## config.mk

```make
export PLATFORM = sky130hd
export DESIGN_NAME = pipe_hazard_ctrl_flat
export DESIGN_NICKNAME = d
export VERILOG_FILES = /design/src/rtl/pipe_hazard_ctrl_pkg.sv /design/src/rtl/pipe_hazard_ctrl_if.sv /design/src/rtl/pipe_hazard_ctrl_load_use.sv /design/src/rtl/pipe_hazard_ctrl.sv /design/src/flat_wrapper.sv
export SDC_FILE = /design/constraint.sdc
export NUM_CORES = 1
export LEC_CHECK = 0
export BUFFER_PORTS_ARGS = -buffer_cell sky130_fd_sc_hd__buf_2
export CELL_PAD_IN_SITES_DETAIL_PLACEMENT = 1
export CELL_PAD_IN_SITES_GLOBAL_PLACEMENT = 2
export CORE_ASPECT_RATIO = 1.75
export CORE_MARGIN = 2
export CORE_UTILIZATION = 14
export CTS_CLUSTER_DIAMETER = 80
export CTS_CLUSTER_SIZE = 40
export DETAILED_ROUTE_END_ITERATION = 10
export PLACE_DENSITY = 0.83
export SLEW_MARGIN = 20
export SYNTH_ARGS = -nofsm -noshare
export SYNTH_HDL_FRONTEND = slang
export SYNTH_SLANG_ARGS = --single-unit
```

## constraint.sdc

```tcl
create_clock -name clk -period 2.5 [get_ports clk]
set_clock_uncertainty 0.15 [all_clocks]
set_input_delay 0.5 -clock clk [delete_from_list [all_inputs] [get_ports clk]]
set_output_delay 0.5 -clock clk [all_outputs]
set_load 0.02 [all_outputs]
```

## src/rtl/pipe_hazard_ctrl_pkg.sv

```systemverilog
// Shared types and constants for the pipeline hazard controller.
// Optional performance counters are enabled with the PIPE_PERF_EN macro.
package pipe_hazard_ctrl_pkg;

  typedef enum logic [1:0] {
    RUN      = 2'd0,
    LD_STALL = 2'd1,
    BR_FLUSH = 2'd2,
    MEM_WAIT = 2'd3
  } hz_state_e;

  localparam logic [4:0] XZR_IDX = 5'd31;

  // Control bundle order: pcWrite, ifIdWrite, ifIdFlush, idExWrite, idExBubble
  typedef struct packed {
    logic pc_write;
    logic if_id_write;
    logic if_id_flush;
    logic id_ex_write;
    logic id_ex_bubble;
  } ctrl_t;

  localparam ctrl_t CTRL_RUN   = 5'b11010;
  localparam ctrl_t CTRL_STALL = 5'b00011;
  localparam ctrl_t CTRL_FLUSH = 5'b11111;
  localparam ctrl_t CTRL_HOLD  = 5'b00000;
  localparam ctrl_t CTRL_RST   = 5'b00101;

  // Width of the remaining-cycle counter, never narrower than one bit.
  function automatic int cnt_width(input int max_cycles);
    int w;
    w = $clog2(max_cycles + 1);
    if (w < 1) begin
      return 1;
    end else begin
      return w;
    end
  endfunction

endpackage

```

## src/rtl/pipe_hazard_ctrl_if.sv

```systemverilog
// Hazard-controller bundle: pipeline status in, register-enable controls out.
// stallCnt/flushCnt carry data only when PIPE_PERF_EN is defined.
interface pipe_hazard_ctrl_if #(
  parameter int PERF_W = 32
);
  logic              memRead_EX;
  logic              RegWrite_EX;
  logic [4:0]        targetReg_EX;
  logic [4:0]        rs1_ID;
  logic [4:0]        rs2_ID;
  logic              useRs2_ID;
  logic              brTaken_EX;
  logic              memBusy;
  logic              pcWrite;
  logic              ifIdWrite;
  logic              ifIdFlush;
  logic              idExWrite;
  logic              idExBubble;
  logic [PERF_W-1:0] stallCnt;
  logic [PERF_W-1:0] flushCnt;

  modport master (
    output memRead_EX, RegWrite_EX, targetReg_EX, rs1_ID, rs2_ID, useRs2_ID,
           brTaken_EX, memBusy,
    input  pcWrite, ifIdWrite, ifIdFlush, idExWrite, idExBubble, stallCnt, flushCnt
  );

  modport slave (
    input  memRead_EX, RegWrite_EX, targetReg_EX, rs1_ID, rs2_ID, useRs2_ID,
           brTaken_EX, memBusy,
    output pcWrite, ifIdWrite, ifIdFlush, idExWrite, idExBubble, stallCnt, flushCnt
  );
endinterface

```

## src/rtl/pipe_hazard_ctrl_load_use.sv

```systemverilog
// Combinational load-use hazard compare between the load in EX and the sources in ID.
// The zero register never creates a dependency.
module load_use_detect
  import pipe_hazard_ctrl_pkg::*;
(
  input  logic       mem_read,
  input  logic       reg_write,
  input  logic [4:0] target_reg,
  input  logic [4:0] rs1,
  input  logic [4:0] rs2,
  input  logic       use_rs2,
  output logic       ld_use
);

  logic rs1_hit_s;
  logic rs2_hit_s;

  assign rs1_hit_s = (target_reg == rs1);
  assign rs2_hit_s = use_rs2 & (target_reg == rs2);
  assign ld_use    = mem_read & reg_write & (target_reg != XZR_IDX) & (rs1_hit_s | rs2_hit_s);

endmodule

```

## src/rtl/pipe_hazard_ctrl.sv

```systemverilog
// Pipeline hazard controller: load-use stalls, branch flushes and memory-busy freeze.
// Define PIPE_PERF_EN to enable the saturating stall/flush cycle counters.
module pipe_hazard_ctrl
  import pipe_hazard_ctrl_pkg::*;
#(
  parameter int LOAD_STALL_CYCLES = 1,
  parameter int FLUSH_CYCLES      = 1,
  parameter int PERF_W            = 32
) (
  input  logic             clk,
  input  logic             reset,
  pipe_hazard_ctrl_if.slave hz
);

  localparam int CNT_MAX = (LOAD_STALL_CYCLES > FLUSH_CYCLES) ? LOAD_STALL_CYCLES : FLUSH_CYCLES;
  localparam int CNT_W   = cnt_width(CNT_MAX);

  hz_state_e        state_r, state_nxt_s;
  hz_state_e        resume_r, resume_nxt_s;
  hz_state_e        active_s;
  logic [CNT_W-1:0] cnt_r, cnt_nxt_s;
  logic             pend_br_r, pend_nxt_s;
  logic             ld_use_s;
  logic             branch_s;
  logic             is_stall_s;
  logic             is_flush_s;
  ctrl_t            ctrl_s;
  ctrl_t            ctrl_out_s;

  load_use_detect u_ld_use (
    .mem_read   (hz.memRead_EX),
    .reg_write  (hz.RegWrite_EX),
    .target_reg (hz.targetReg_EX),
    .rs1        (hz.rs1_ID),
    .rs2        (hz.rs2_ID),
    .use_rs2    (hz.useRs2_ID),
    .ld_use     (ld_use_s)
  );

  // While frozen, the state that was interrupted is what resumes afterwards.
  assign active_s = (state_r == MEM_WAIT) ? resume_r : state_r;
  assign branch_s = hz.brTaken_EX | pend_br_r;

  // FSM state, remaining-cycle counter and pending-branch register.
  always_ff @(posedge clk or posedge reset) begin
    if (reset) begin
      state_r   <= RUN;
      resume_r  <= RUN;
      cnt_r     <= {CNT_W{1'b0}};
      pend_br_r <= 1'b0;
    end else begin
      state_r   <= state_nxt_s;
      resume_r  <= resume_nxt_s;
      cnt_r     <= cnt_nxt_s;
      pend_br_r <= pend_nxt_s;
    end
  end

  // Next-state and Mealy control decode; priority busy > branch > load-use.
  always_comb begin
    state_nxt_s  = state_r;
    resume_nxt_s = resume_r;
    cnt_nxt_s    = cnt_r;
    pend_nxt_s   = pend_br_r;
    ctrl_s       = CTRL_RUN;
    is_stall_s   = 1'b0;
    is_flush_s   = 1'b0;
    if (hz.memBusy) begin
      ctrl_s      = CTRL_HOLD;
      state_nxt_s = MEM_WAIT;
      pend_nxt_s  = pend_br_r | hz.brTaken_EX;
      if (state_r != MEM_WAIT) begin
        resume_nxt_s = state_r;
      end else begin
        resume_nxt_s = resume_r;
      end
    end else if (branch_s) begin
      ctrl_s       = CTRL_FLUSH;
      is_flush_s   = 1'b1;
      pend_nxt_s   = 1'b0;
      resume_nxt_s = RUN;
      if (FLUSH_CYCLES > 32'sd1) begin
        state_nxt_s = BR_FLUSH;
        cnt_nxt_s   = CNT_W'(FLUSH_CYCLES - 1);
      end else begin
        state_nxt_s = RUN;
        cnt_nxt_s   = {CNT_W{1'b0}};
      end
    end else begin
      resume_nxt_s = RUN;
      case (active_s)
        BR_FLUSH: begin
          ctrl_s     = CTRL_FLUSH;
          is_flush_s = 1'b1;
          if (cnt_r > CNT_W'(1)) begin
            state_nxt_s = BR_FLUSH;
            cnt_nxt_s   = cnt_r - CNT_W'(1);
          end else begin
            state_nxt_s = RUN;
            cnt_nxt_s   = {CNT_W{1'b0}};
          end
        end
        LD_STALL: begin
          ctrl_s     = CTRL_STALL;
          is_stall_s = 1'b1;
          if (cnt_r > CNT_W'(1)) begin
            state_nxt_s = LD_STALL;
            cnt_nxt_s   = cnt_r - CNT_W'(1);
          end else begin
            state_nxt_s = RUN;
            cnt_nxt_s   = {CNT_W{1'b0}};
          end
        end
        RUN: begin
          if (ld_use_s) begin
            ctrl_s     = CTRL_STALL;
            is_stall_s = 1'b1;
            if (LOAD_STALL_CYCLES > 32'sd1) begin
              state_nxt_s = LD_STALL;
              cnt_nxt_s   = CNT_W'(LOAD_STALL_CYCLES - 1);
            end else begin
              state_nxt_s = RUN;
              cnt_nxt_s   = {CNT_W{1'b0}};
            end
          end else begin
            ctrl_s      = CTRL_RUN;
            state_nxt_s = RUN;
            cnt_nxt_s   = {CNT_W{1'b0}};
          end
        end
        default: begin
          ctrl_s      = CTRL_RUN;
          state_nxt_s = RUN;
          cnt_nxt_s   = {CNT_W{1'b0}};
        end
      endcase
    end
  end

  // Reset forces a NOP into both pipeline registers and holds the PC.
  always_comb begin
    ctrl_out_s = CTRL_RST;
    if (reset) begin
      ctrl_out_s = CTRL_RST;
    end else begin
      ctrl_out_s = ctrl_s;
    end
  end

  assign hz.pcWrite    = ctrl_out_s.pc_write;
  assign hz.ifIdWrite  = ctrl_out_s.if_id_write;
  assign hz.ifIdFlush  = ctrl_out_s.if_id_flush;
  assign hz.idExWrite  = ctrl_out_s.id_ex_write;
  assign hz.idExBubble = ctrl_out_s.id_ex_bubble;

`ifdef PIPE_PERF_EN
  logic [PERF_W-1:0] stall_cnt_r;
  logic [PERF_W-1:0] flush_cnt_r;

  // Saturating bubble counters; busy cycles produce no bubble and so hold.
  always_ff @(posedge clk or posedge reset) begin
    if (reset) begin
      stall_cnt_r <= {PERF_W{1'b0}};
      flush_cnt_r <= {PERF_W{1'b0}};
    end else begin
      if (is_stall_s && (stall_cnt_r != {PERF_W{1'b1}})) begin
        stall_cnt_r <= stall_cnt_r + {{(PERF_W-1){1'b0}}, 1'b1};
      end else begin
        stall_cnt_r <= stall_cnt_r;
      end
      if (is_flush_s && (flush_cnt_r != {PERF_W{1'b1}})) begin
        flush_cnt_r <= flush_cnt_r + {{(PERF_W-1){1'b0}}, 1'b1};
      end else begin
        flush_cnt_r <= flush_cnt_r;
      end
    end
  end

  assign hz.stallCnt = stall_cnt_r;
  assign hz.flushCnt = flush_cnt_r;
`else
  assign hz.stallCnt = {PERF_W{1'b0}};
  assign hz.flushCnt = {PERF_W{1'b0}};
`endif

endmodule

```

## src/flat_wrapper.sv

```systemverilog
// flat-port wrapper written by rule: the top's interface ports become plain ports
module pipe_hazard_ctrl_flat import pipe_hazard_ctrl_pkg::*;
#(
  parameter int LOAD_STALL_CYCLES = 1,
  parameter int FLUSH_CYCLES      = 1,
  parameter int PERF_W            = 32
)
  (clk, reset, hz_memRead_EX, hz_RegWrite_EX, hz_targetReg_EX, hz_rs1_ID, hz_rs2_ID, hz_useRs2_ID, hz_brTaken_EX, hz_memBusy, hz_pcWrite, hz_ifIdWrite, hz_ifIdFlush, hz_idExWrite, hz_idExBubble, hz_stallCnt, hz_flushCnt);
  pipe_hazard_ctrl_if #(.PERF_W(PERF_W)) hz_i ();
  input  logic clk;
  input  logic reset;
  input wire logic [$bits(hz_i.memRead_EX)-1:0] hz_memRead_EX;
  input wire logic [$bits(hz_i.RegWrite_EX)-1:0] hz_RegWrite_EX;
  input wire logic [$bits(hz_i.targetReg_EX)-1:0] hz_targetReg_EX;
  input wire logic [$bits(hz_i.rs1_ID)-1:0] hz_rs1_ID;
  input wire logic [$bits(hz_i.rs2_ID)-1:0] hz_rs2_ID;
  input wire logic [$bits(hz_i.useRs2_ID)-1:0] hz_useRs2_ID;
  input wire logic [$bits(hz_i.brTaken_EX)-1:0] hz_brTaken_EX;
  input wire logic [$bits(hz_i.memBusy)-1:0] hz_memBusy;
  output wire logic [$bits(hz_i.pcWrite)-1:0] hz_pcWrite;
  output wire logic [$bits(hz_i.ifIdWrite)-1:0] hz_ifIdWrite;
  output wire logic [$bits(hz_i.ifIdFlush)-1:0] hz_ifIdFlush;
  output wire logic [$bits(hz_i.idExWrite)-1:0] hz_idExWrite;
  output wire logic [$bits(hz_i.idExBubble)-1:0] hz_idExBubble;
  output wire logic [$bits(hz_i.stallCnt)-1:0] hz_stallCnt;
  output wire logic [$bits(hz_i.flushCnt)-1:0] hz_flushCnt;
  assign hz_i.memRead_EX = hz_memRead_EX;
  assign hz_i.RegWrite_EX = hz_RegWrite_EX;
  assign hz_i.targetReg_EX = hz_targetReg_EX;
  assign hz_i.rs1_ID = hz_rs1_ID;
  assign hz_i.rs2_ID = hz_rs2_ID;
  assign hz_i.useRs2_ID = hz_useRs2_ID;
  assign hz_i.brTaken_EX = hz_brTaken_EX;
  assign hz_i.memBusy = hz_memBusy;
  assign hz_pcWrite = hz_i.pcWrite;
  assign hz_ifIdWrite = hz_i.ifIdWrite;
  assign hz_ifIdFlush = hz_i.ifIdFlush;
  assign hz_idExWrite = hz_i.idExWrite;
  assign hz_idExBubble = hz_i.idExBubble;
  assign hz_stallCnt = hz_i.stallCnt;
  assign hz_flushCnt = hz_i.flushCnt;
  pipe_hazard_ctrl #(.LOAD_STALL_CYCLES(LOAD_STALL_CYCLES), .FLUSH_CYCLES(FLUSH_CYCLES), .PERF_W(PERF_W)) u_core (.clk(clk), .reset(reset), .hz(hz_i));
endmodule
```

==> results.toml, run 1 <==
[synth]
synth_cell_type_count = 19
synth-warning-count = 0
synth_sequential_area_ratio_pct = 9.885
post_synth_inst_count = 98
ffs_latches_synth = 3
top_post_synthesis_cells_by_area = "buf_4 (64%), xor2_1 (10%), dfrtp_1 (9.9%), nor2_1 (2.0%), o41a_1 (1.5%)"
post_synth.cell_area_avg_um2 = 7.750
yosys.area.top_type_share_pct = 64.25
yosys.area.top_type = "buf_4"
synthesis.area_um2 = 759.5

[power]
total_power_mw = 0.3389
power_density_mw_per_mm2 = 434.1
irDropWorstVdd_v = 0.00009761
total_leakage_power_nw = 0.4641

[timing]
finalHoldWorstSlack_ps = 13.88
drv_slew = 0
grt_setup_unrepaired = "no"
finalHoldViolCount = 0
period_needed_ps = 2422
timing.final.ws_setup_ps = 78.43
setup_viol_count_final = 0
fin_crit_sh_pct = 96.86
fmaxAchievable_mhz = 413.0

[placed_design]
number_of_port_buffers = 26
dpl_worst_slack_ps = -106.3
gp_routability_congestion = 0.6740
dp_hpwl_um = 1372
placed_area_um2 = 729.5

[critical_path]
cp-start-kind = "primary input"
cp.arrival_ps = 1770
timing.critical_path.required_ps = 1850
worstReg2RegEnd = "u_core.pend_br_r"
worst_setup_path_end_kind = "primary output"
timing.rr.start = "u_core.pend_br_r"
critical_path.max_fanout = 2
worstSetupPathType = "primary input to primary output"
worst-r2r-cell-count = 2
regToRegSetupSlack_ps = 1410

[cts]
tritoncts = "built"
clk_path_buf_depth = 2
clk-insertion-delay-late_ps = 210
htreeDepth = 1
cts.clk_slew.worst_paths_ps = 30
cts.sinks = 3
cts_hold_buffers = 0
numCtsBuffers = 3
cts-root-buf = "clkbuf_8"

[drt]
final_routed_wirelength_um = 1516
number_of_drc_violations_after_detailed_routing = 0
wire_per_inst_um = 8.239
dr.pass1.iters = 2
vias_per_cell = 2.924
detailroute.via_count = 538
drt_iter0_markers = 4
detail-route-antenna-nets = 0

[finish]
antennaDiodeCount = 0
drive_gt1_share_pct = 26.36
area_growth_syn_to_layout_pct = 2.801
fin_nets = 152
final_core_utilization_pct = 14.86
finalInstanceArea_um2 = 780.7

[global_routing]
antenna_found_initial = 0
maximum_number_of_pins_on_one_net_before_global_route_repair = 7
global_route.usage.total_pct = 4.424
grt_first_pass_wirelength_um = 1849
globalRoute.totalOverflow = 0
number_of_global_route_vias_before_repair = 432

[die]
io_pins = 91
chip_width_um = 59.68
core_area_mm2 = 0.005255
floorplan.initialDensity_pct = 14.45
rows = 35
dieArea_mm2 = 0.006053
die-height_um = 101.4

[run_status]
outcome = "finished clean"

[hold_path]
holdCritPathClass = "primary input to asynchronous set/reset pin"

[flow_run]
count_of_maximum_capacitance_violations = 0
kinds of logic after synthesis:
logic type	Yosys count	share of synthesized area [%]
simple gates	14	9.063
buf+inv	66	64.74
other cells	1	0.4938
compound gates	4	4.283
xor+xnor	10	11.53
flops	3	9.884
cell usage in the layout (no fill, tap or decap), drive strengths merged, types with 2 or more instances in the layout:
| cell type | synthesis | final |
|---|---|---|
| nand3 | 2 | 2 |
| clkbuf | 0 | 4 |
| conb | 1 | 64 |
| buf | 65 | 29 |
| dfrtp | 3 | 3 |
| nand2 | 2 | 2 |
| xor2 | 9 | 9 |
| nor2 | 4 | 4 |
synth_stat cells:
library cell and n:
nor4_1 1, nor3_1 1, inv_1 1, o21bai_1 1
nand3_1 2, or3_1 1, and2_1 1, xor2_1 9
xnor2_1 1, and3_1 1, buf_4 65, o41a_1 1
nor2_1 4, conb_1 1, a32oi_1 1, dfrtp_1 3
o21ai_0 1, or2_2 1, nand2_1 2
layout make-up:
cell class	instances	area (µm²)
tap	55	68.82
timing repair buffer	29	152.6
clock buffer	4	45.04
multi-input combinational	92	435.4
fill	670	4474
sequential	3	75.07
inverter	1	3.754
how the worst max path moves through the flow:
stage | from | slack, ps | cells past startpoint | end
2_1_floorplan | hz_targetReg_EX[3] | 100 | 5 | hz_pcWrite
3_3_place_gp | hz_targetReg_EX[1] | -70 | 6 | hz_ifIdWrite
3_5_place_dp | hz_targetReg_EX[3] | -110 | 6 | hz_ifIdWrite
4_1_cts | hz_targetReg_EX[2] | 10 | 6 | hz_ifIdWrite
5_1_grt | hz_targetReg_EX[3] | 0.04 | 6 | hz_pcWrite
6_report | hz_targetReg_EX[3] | 80 | 6 | hz_ifIdWrite
critical path, stage by stage:
cell	delay (ps)
buf_2	110
xor2_1	160
nor4_2	310
a32oi_1	160
o41a_1	350
buf_2	170
registers in the layout, indices dropped and copies added, names as in the netlist:
signal and count:
u_core.pend_br_r 1, u_core.state_r 1, u_core.resume_r 1
routing by layer:
layer	vias up	share of wire [%]	track usage, %
li1	239	-	-
met1	223	28	2.842
met2	74	48	8.027
met4	0	0.53	2.564
met3	2	23	3.576
met5	-	0	0
through the flow:
stage                     std cells  TNS (ps)
after floorplan                 161         0
after global placement          180    -138.9
after detailed placement        180    -212.4
after CTS                       184         0
after global routing            184         0
final                           184         0
power breakdown:
group	leakage (nW)	switching, mW	total (mW)	internal, mW
Combinational	0.403	0.120	0.150	0.0307
Sequential	0.0381	0.000782	0.0516	0.0509
Clock	0.0228	0.0286	0.137	0.108
repair_timing:
action | CTS | global route
buffers inserted | 0 | 0
pin swaps | 3 | 2
setup endpoints to repair | 2 | 2
gates resized for setup | 1 | 0
Note: power is estimated with default switching activity, not from simulation.
==> inputs of run 2 (changes only) <==
CORE_ASPECT_RATIO = 0.6   (was 1.75)
SLEW_MARGIN = 5   (was 20)
==> run 2 against run 1 <==
Net effect:
- worst setup slack better by 47 ps
- sequential power is essentially flat
- fmax up 2.0%
- critical endpoint is now hz_pcWrite
==> results.toml, run 2 (same netlist as run 1, synthesis figures left out) <==
[critical_path]
worst_setup_path_end_kind = "primary output"
timing.critical_path.required_ps = 1850
crit_path_cell_trace = "buf_2, xor2_1, nor4_2, a32oi_1, o41a_1, buf_2"
cp-start-kind = "primary input"
slowest_stage_cell_crit_path = "o41a_1"
timing.rr.start = "u_core.pend_br_r"
worstSetupPathType = "primary input to primary output"
regToRegSetupSlack_ps = 1400
worstReg2RegEnd = "u_core.pend_br_r"
worst_path_largest_cell_delay_ps = 340
critical_path.max_fanout = 3
timing.critical_path.mode_cell = "buf_2"
worst-r2r-cell-count = 2
cp.arrival_ps = 1720

[placed_design]
dpl_worst_slack_ps = -8.729
placed_area_um2 = 720.7
dp_hpwl_um = 1403
gp_routability_congestion = 0.6716
number_of_port_buffers = 26

[cts]
cts.sinks = 3
numCtsBuffers = 3
clk-insertion-delay-late_ps = 210
cts.clk_slew.worst_paths_ps = 30
htreeDepth = 1
post-cts-setup-buffer-count = 0
tritoncts = "built"
cts-root-buf = "clkbuf_8"
clk_path_buf_depth = 2

[drt]
dr.pass1.iters = 4
drt_iter0_markers = 34
final_routed_wirelength_um = 1473
wire_per_inst_um = 7.672
detailroute.via_count = 493
detail-route-antenna-nets = 0
vias_per_cell = 2.568
number_of_drc_violations_after_detailed_routing = 0

[finish]
finalInstanceArea_um2 = 772.0
fin_nets = 149
most-common-layout-cells = "conb_1 (64), buf_2 (26), xor2_1 (9)"
layout_top_registers = "u_core.pend_br_r: 1 flops, u_core.resume_r: 1 flops, u_core.state_r: 1 flops"
commonest_non_fill_non_tap_cell_in_the_layout = "conb_1"
fillerInstances = 654
antennaDiodeCount = 0
drive_gt1_share_pct = 24.60
area_growth_syn_to_layout_pct = 1.647

[die]
rows = 20
die-height_um = 61.05
core_area_mm2 = 0.005155
floorplan.initialDensity_pct = 14.73
dieArea_mm2 = 0.006049
chip_width_um = 99.09
io_pins = 91

[timing]
setup_viol_count_final = 0
timing.final.ws_setup_ps = 125.4
drv_slew = 0
fin_crit_sh_pct = 94.98
grt_setup_unrepaired = "no"
finalSetupTns_ps = 0
fmaxAchievable_mhz = 421.1
finalHoldViolCount = 0
period_needed_ps = 2375

[power]
irDropWorstVdd_v = 0.00008965
netSwitchingFraction_pct = 44.50
seq_power_share_pct = 15.3
power_density_mw_per_mm2 = 436.8
clock_power_share_pct = 41.4
total_leakage_power_nw = 0.4497
power.net_switching_mw = 0.1501
power.share.combinational_pct = 43.3
internal-power_mw = 0.1871

[run_status]
outcome = "finished clean"

[global_routing]
globalRoute.totalOverflow = 0
maximum_number_of_pins_on_one_net_before_global_route_repair = 7
number_of_global_route_vias_before_repair = 382
global_route.usage.total_pct = 4.278
antenna_found_initial = 0
grt_first_pass_wirelength_um = 1897

[flow_run]
count_of_maximum_capacitance_violations = 0

[hold_path]
holdCritPathClass = "primary input to asynchronous set/reset pin"
[run 2: cell types whose count changed in the layout (fill, tap and decap cells not counted)]
cell   before  now
buf_4       3    0
[run 2: what timing repair did]
item / 4_1_cts / 5_1_grt
setup endpoints to repair: 2 / 2
gates resized for setup: 0 / 1
gates cloned: 0 / 0
hold buffers: 0 / 0
pin swaps: 3 / 0
[run 2: power by group through the flow]
stage	clock, mW	sequential [mW]	combinational [mW]
6_report	0.140	0.0517	0.146
2_1_floorplan	0	0.0520	0.188
3_5_place_dp	0	0.0523	0.142
5_1_grt	0.151	0.0522	0.159
3_3_place_gp	0	0.0521	0.142
4_1_cts	0.144	0.0517	0.143
[run 2: stage by stage]
stage | hold WS, ps | std cells | total power, mW | utilization, %
2_1_floorplan | 109.4 | 161 | 0.2405 | -
3_3_place_gp | 233.4 | 188 | 0.1943 | 13.98
3_5_place_dp | 243.9 | 188 | 0.1947 | 13.98
4_1_cts | 11.74 | 192 | 0.3386 | 14.85
5_1_grt | 18.11 | 192 | 0.3619 | 14.98
6_report | 15.22 | 192 | 0.3372 | 14.98
[run 2: worst max-delay path, delay by kind of cell]
kind	cells	cell delay (ps)
AOI/OAI and AO/OA	2	490
buffers and inverters	2	290
and+or+nand+nor	1	270
xor gates and xnor gates	1	170
[run 2: worst max path at each step]
stage	start	slack [ps]	end
floorplan	hz_targetReg_EX[3]	100	hz_pcWrite
global placement	hz_targetReg_EX[1]	40	hz_ifIdWrite
detailed placement	hz_targetReg_EX[1]	-9	hz_pcWrite
CTS	hz_targetReg_EX[3]	90	hz_pcWrite
global route	hz_targetReg_EX[3]	30	hz_ifIdWrite
finish	hz_targetReg_EX[3]	130	hz_pcWrite
[run 2: per-layer routing]
metal	wire (µm)	GRT usage (%)	vias to the layer above
met4	19	3.523	0
met5	0	0	-
met3	102	0.6810	2
met1	444	4.580	223
li1	-	-	234
met2	907	7.819	34
[run 2: cell type report]
| cell class | count | area [µm²] | area share (%) |
|---|---|---|---|
| Clock buffer | 4 | 45.04 | 5.835 |
| Inverter | 1 | 3.754 | 0.4862 |
| Multi-Input combinational cell | 92 | 435.4 | 56.40 |
| Sequential cell | 3 | 75.07 | 9.724 |
| Tap cell | 66 | 82.58 | 10.70 |
| Timing Repair Buffer | 26 | 130.1 | 16.86 |
